$ cat src/rtl/mdu_hilo.sv
// Iterative multiply/divide unit with HI/LO registers (mult, multu, div, divu, mthi, mtlo).
// Define MDU_DIV_EN to build the restoring divider; without it div/divu complete immediately as no-ops.
module mdu_hilo (
  input  logic        i_clk,
  input  logic        i_rst_n,
  input  logic        i_start,
  input  logic [1:0]  i_op,
  input  logic [31:0] i_data_A,
  input  logic [31:0] i_data_B,
  input  logic        i_mthi,
  input  logic        i_mtlo,
  output logic [31:0] o_hi,
  output logic [31:0] o_lo,
  output logic        o_busy,
  output logic        o_done,
  output logic        o_div_zero
);

  typedef enum logic [1:0] {IDLE, CALC, FIX, DONE} state_t;

  state_t      state, state_nx;
  logic [4:0]  cnt;
  logic [63:0] acc;
  logic [31:0] opb;
  logic        neg_p;
  logic [31:0] hi, lo;
  logic        busy, done, div_zero;

  logic        idle_like;
  logic        op_signed;
  logic        div_zero_nx;
  logic [31:0] a_mag, b_mag;
  logic [32:0] mul_sum;
  logic [63:0] mul_nx;
  logic [63:0] prod_fix;

`ifdef MDU_DIV_EN
  logic        is_div;
  logic        neg_r;
  logic [32:0] rem;
  logic [33:0] trial;
  logic        ge;
  logic [32:0] rem_nx;
  logic [31:0] quo_nx;
`endif

  always_comb begin
    idle_like = (state == IDLE) || (state == DONE);
    op_signed = ~i_op[0];
    a_mag     = (op_signed && i_data_A[31]) ? -i_data_A : i_data_A;
    b_mag     = (op_signed && i_data_B[31]) ? -i_data_B : i_data_B;
  end

  // Multiply step: acc = {partial product high, remaining multiplier bits}.
  always_comb begin
    mul_sum  = {1'b0, acc[63:32]} + (acc[0] ? {1'b0, opb} : 33'd0);
    mul_nx   = {mul_sum, acc[31:1]};
    prod_fix = neg_p ? -acc : acc;
  end

`ifdef MDU_DIV_EN
  // Divide step: acc[31:0] shifts dividend bits out and quotient bits in.
  always_comb begin
    trial  = {rem, acc[31]};
    ge     = (trial >= {2'b00, opb});
    rem_nx = ge ? 33'(trial - {2'b00, opb}) : trial[32:0];
    quo_nx = {acc[30:0], ge};
  end
`endif

  always_comb begin
    state_nx    = state;
    div_zero_nx = 1'b0;
    unique case (state)
      IDLE, DONE: begin
        state_nx = IDLE;
        if (i_start) begin
          if (!i_op[1]) begin
            state_nx = CALC;
          end
`ifdef MDU_DIV_EN
          else if (i_data_B == '0) begin
            state_nx    = DONE;
            div_zero_nx = 1'b1;
          end else begin
            state_nx = CALC;
          end
`else
          else begin
            state_nx = DONE;
          end
`endif
        end
      end
      CALC:    if (cnt == 5'd31) state_nx = FIX;
      FIX:     state_nx = DONE;
      default: state_nx = IDLE;
    endcase
  end

  always_ff @(posedge i_clk or negedge i_rst_n) begin
    if (!i_rst_n) state <= IDLE;
    else          state <= state_nx;
  end

  always_ff @(posedge i_clk or negedge i_rst_n) begin
    if (!i_rst_n) begin
      cnt      <= '0;
      acc      <= '0;
      opb      <= '0;
      neg_p    <= 1'b0;
      hi       <= '0;
      lo       <= '0;
      busy     <= 1'b0;
      done     <= 1'b0;
      div_zero <= 1'b0;
`ifdef MDU_DIV_EN
      is_div   <= 1'b0;
      neg_r    <= 1'b0;
      rem      <= '0;
`endif
    end else begin
      busy     <= (state_nx == CALC) || (state_nx == FIX);
      done     <= (state_nx == DONE);
      div_zero <= div_zero_nx;

      if (idle_like) begin
        if (i_mthi) hi <= i_data_A;
        if (i_mtlo) lo <= i_data_A;
        // Operands are captured as magnitudes; signs are reapplied in FIX.
        if (state_nx == CALC) begin
          cnt   <= '0;
          neg_p <= op_signed & (i_data_A[31] ^ i_data_B[31]);
`ifdef MDU_DIV_EN
          is_div <= i_op[1];
          neg_r  <= op_signed & i_data_A[31];
          rem    <= '0;
          if (i_op[1]) begin
            acc <= {32'd0, a_mag};
            opb <= b_mag;
          end else begin
            acc <= {32'd0, b_mag};
            opb <= a_mag;
          end
`else
          acc <= {32'd0, b_mag};
          opb <= a_mag;
`endif
        end
      end

      if (state == CALC) begin
        cnt <= cnt + 5'd1;
`ifdef MDU_DIV_EN
        if (is_div) begin
          rem        <= rem_nx;
          acc[31:0]  <= quo_nx;
        end else
`endif
        acc <= mul_nx;
      end

      if (state == FIX) begin
`ifdef MDU_DIV_EN
        if (is_div) begin
          lo <= neg_p ? -acc[31:0] : acc[31:0];
          hi <= neg_r ? -rem[31:0] : rem[31:0];
        end else
`endif
        begin
          hi <= prod_fix[63:32];
          lo <= prod_fix[31:0];
        end
      end
    end
  end

  assign o_hi       = hi;
  assign o_lo       = lo;
  assign o_busy     = busy;
  assign o_done     = done;
  assign o_div_zero = div_zero;

endmodule
$ cat config.mk
export PLATFORM = sky130hd
export DESIGN_NAME = mdu_hilo
export DESIGN_NICKNAME = d
export VERILOG_FILES = /design/src/rtl/mdu_hilo.sv
export SDC_FILE = /design/constraint.sdc
export NUM_CORES = 1
export LEC_CHECK = 0
export ABC_CLOCK_PERIOD_IN_PS = 2900
export CAP_MARGIN = 5
export CORE_MARGIN = 3
export CORE_UTILIZATION = 40
export DETAILED_ROUTE_END_ITERATION = 7
export GPL_TIMING_DRIVEN = 0
export PLACE_DENSITY_LB_ADDON = 0.2
export RECOVER_POWER = 100
export SLEW_MARGIN = 10
export SYNTH_ARGS = -nofsm -noshare
export SYNTH_HDL_FRONTEND = slang
export SYNTH_SLANG_ARGS = --single-unit
$ cat constraint.sdc
create_clock -name i_clk -period 2.9 [get_ports i_clk]
set_input_delay 0.435 -clock i_clk [delete_from_list [all_inputs] [get_ports i_clk]]
set_output_delay 0.435 -clock i_clk [all_outputs]
set_load 0.01 [all_outputs]
==> out/metrics.csv <==
stage,metric,value,unit
setup_path,"Largest stage delay, worst path",0.43,ns
hold_path,worst hold path class,register to register,
sta,worst slew pin tran,2.51,ns
setup_path,reg-to-reg setup timing slack,-0.004,ns
setup_path,cells along the critical path,buf_12 -> buf_12 -> and2_4 -> ha_4 -> inv_2 -> fa_2 -> nor2b_4 -> o2111ai_4 -> and3_4 -> o21ai_4 -> a21oi_4 -> o221ai_2 -> a31o_2,
place,placer congestion estimate,0.968,
floorplanning,full die area,0.0317,mm²
floorplanning,Die H,178,µm
grt,first-pass GRT wire length,69.0,mm
sta,final period utilization,100,%
clock_tree,"Reg clk slew, reported paths",0.08,ns
setup_path,FF-to-FF path depth,13,
yosys,Netlist Area Pre-Place,0.0118,mm²
setup_path,WP data required,3.28,ns
place,Inst Count DP,1971,
grt,initial antenna violation count,1,
sta,fin. max-slew vios,90,
setup_path,"Max stage delay cell, worst path",dfrtp_2,
setup_path,CP startpoint,acc[0],
place,final HPWL from detailed placement,34.8,mm
run_status,failing checks,"capacitance limit, slew limit, setup timing",
pwr,switching share of power,49.6,%
cells_and_area,Area Overhead vs Synth,28.1,%
pwr,clock power share,13.7,%
pwr,Logic pwr share,58.7,%
pwr,static leakage,6.11,nW
drt,Starting DRT DRC Count,1561,
clock_tree,TritonCTS clock tree,built,
floorplanning,IO Count,138,
yosys,count of flip-flops with a built-in enable after synthesis,0,
cells_and_area,final net count,1733,
clock_tree,CTS root buffer,clkbuf_16,
yosys,register area share after synthesis,35.9,%
drt,DR vias,12200,
drt,Post-DRT Antenna Nets,0,
sta,Final TNS setup,-0.00423,ns
setup_path,CP arrival,3.29,ns
setup_path,CP Buf/Inv Count,3,
sta,RSZ-0062 raised after global routing,yes,
grt,vias in the first global route,11300,
sta,"Hold Vio Cnt, Final",0,
yosys,post-synthesis async set-or-reset flop share,100,%
sta,final setup fails,1,
run_status,outcome,"complete, but fails checks",
yosys,Yosys reg bits,170,
setup_path,crit-path most repeated cell,buf_12,
flow_run,max-cap viol count,1,
sta,Post-Route Skew,0.0178,ns
cells_and_area,Final Cell Area,0.0152,mm²
grt,GR Overflow Total,0,
place,I/O Buffers,135,
setup_path,WP depth,13,
place,pre-CTS setup slack,-1.57,ns
yosys,Ys Warns,0,
pwr,Max VDD drop,0.625,mV
drt,final WL,46.2,mm
setup_path,critical path peak fanout,6,
drt,Pre-Repair DR Iteration Count,6,
sta,Worst Slack Setup Final,-0.00423,ns
sta,max frequency,344,MHz
sta,Worst slew margin,-67.4,%
clock_tree,H-tree levels,4,
clock_tree,worst skew pair latency,0.45,ns
setup_path,Critical R2R Launch,acc[0],
floorplanning,row count,62,
setup_path,Worst path top cell family by delay,compound AO/OA/AOI/OAI gates,
floorplanning,die width,178,µm
place,DP Area,0.0137,mm²
setup_path,CP Class,register to register,
floorplanning,core area,0.0289,mm²
cells_and_area,Finished Core Util,52.4,%
yosys,syn avg cell area,8.16,µm²
yosys,Mapped Cells,1451,
sta,post-route minimum period,2.90,ns
yosys,library cells used by synthesis,70,
floorplanning,initial core utilization,40.9,%
grt,overall routing resource usage,28.6,%
cells_and_area,final non-filler cell total,2016,
pwr,Internal Power,0.00877,W
setup_path,Crit Reg-Reg Endpoint,acc[63],
drt,drt via density,6.04,
clock_tree,Sink Count,170,
pwr,P per Cell Area,1150,mW/mm²
setup_path,CP endpoint kind,register,
pwr,sequential power share,27.6,%
setup_path,startpoint types,register,
pwr,switching pwr,0.00864,W
yosys,Synth Net Count,1565,
clock_tree,clock buffer count from CTS,17,
drt,DR DRC count,0,
setup_path,critical path endpoint,acc[63],
yosys,top_reg_cell synth,dfrtp_1,
clock_tree,clock tree buffer depth,2,
drt,Routed WL per cell,22.9,µm
grt,largest net degree at the start of global routing,91,
cells_and_area,fraction of layout cells with a size suffix above 1,12.2,%
-- synthesized netlist by cell type (all sizes together), types with 13 or more instances --
cell type  instances  area (µm²)
or3               19         119
a31oi             14        87.6
nor3              28         145
nand2b            13        81.3
clkbuf            82         308
nand2            209         785
ha                42         526
a211oi            13        97.6
o21ai            182         911
dfrtp            170        4250
o41ai             16         148
a21o              20         150
nor4              16         128
xor2             102         893
o221ai            19         166
a21oi             97         485
and2              36         225
o31ai             31         260
xnor2             40         350
nor2             120         450
nand3             25         125
inv               22        82.6
a221oi            19         166
-- worst min-delay path by stage --
stage	startpoint	end	depth (start not counted)
floorplan	i_rst_n	acc[0]	0
global placement	opb[24]	opb[24]	2
detailed placement	opb[30]	opb[30]	2
CTS	i_rst_n	acc[43]	1
global route	o_lo[4]	o_lo[4]	1
finish	o_lo[4]	o_lo[4]	1
-- cell type report --
| cell class | instances | area, µm² |
|---|---|---|
| Fill cell | 2737 | 13800 |
| Multi-Input combinational cell | 1170 | 7700 |
| Sequential cell | 170 | 4260 |
| Timing Repair Buffer | 161 | 1600 |
| Tap cell | 384 | 480 |
| Buffer | 76 | 452 |
| Clock buffer | 17 | 425 |
| Clock inverter | 14 | 161 |
| Inverter | 23 | 86.3 |
| Antenna cell | 1 | 2.50 |
-- routing by layer --
layer  part of all wire [%]  wire length, µm  global-route usage [%]
met1                     45            20600                    41.7
met2                     44            20400                    43.4
met3                    8.9             4090                    5.90
met4                    2.4             1120                    6.77
met5                      0                0                       0
-- layout by cell type (no fill, tap or decap), types with 9 or more instances in the layout --
cell | synthesis | routed
a31oi_1 | 14 | 10
a21oi_1 | 97 | 80
nor3_1 | 27 | 22
a221oi_1 | 19 | 18
or3_1 | 19 | 17
xnor2_1 | 40 | 40
a211oi_1 | 13 | 11
clkbuf_16 | 0 | 19
ha_1 | 42 | 24
xor2_1 | 102 | 102
o21ai_1 | 6 | 11
nand2_1 | 209 | 205
dlygate4sd3_1 | 0 | 66
o41ai_1 | 15 | 13
dfrtp_1 | 170 | 168
buf_4 | 1 | 25
o31ai_1 | 29 | 28
nor2_1 | 120 | 117
ha_2 | 0 | 12
inv_1 | 22 | 21
o21ai_0 | 176 | 164
nand3_1 | 25 | 23
a21o_1 | 20 | 20
o221ai_1 | 19 | 18
clkdlybuf4s50_1 | 0 | 68
nor3b_1 | 10 | 9
and2_1 | 36 | 34
nand4_1 | 9 | 9
nand2b_1 | 13 | 12
a21oi_2 | 0 | 14
clkbuf_2 | 0 | 9
clkbuf_1 | 82 | 45
or4_1 | 11 | 11
-- kinds of logic after synthesis --
| group | share of synthesized area [%] |
|---|---|
| buffers and inverters | 3.61 |
| AOI/OAI and AO/OA | 23.9 |
| other | 0.0317 |
| DFF | 35.9 |
| xor gates and xnor gates | 10.5 |
| and+or+nand+nor | 21.0 |
| adders and majority gates | 4.61 |
| muxes | 0.433 |
-- sequential cells by signal, indices dropped and copies added, names as in the netlist --
register / flops
state: 2
o_busy: 1
o_lo: 32
opb: 32
neg_p: 1
acc: 64
cnt: 5
o_done: 1
o_hi: 32
-- power by group through the flow --
stage	clock network [W]	logic, W	registers [W]
after CTS	0.00239	0.00972	0.00471
after detailed placement	0	0.00918	0.00473
final	0.00238	0.0102	0.00481
after floorplan	0	0.00555	0.00450
after global routing	0.00252	0.0111	0.00492
after global placement	0	0.00907	0.00472
-- through the flow --
| step | total power, W | hold WS, ns |
|---|---|---|
| CTS | 0.0168 | 0.0463 |
| detailed placement | 0.0139 | 0.463 |
| floorplan | 0.0100 | 0.139 |
| global route | 0.0185 | 0.492 |
| finish | 0.0174 | 0.471 |
| global placement | 0.0138 | 0.459 |
-- timing repair --
action	4_1_cts	5_1_grt
hold buffers	0	0
pin swaps	4	26
gates resized for setup	93	101
setup endpoints to repair	124	114
setup buffers	5	18
cloned	0	2
(Power assumes the default switching activity.)
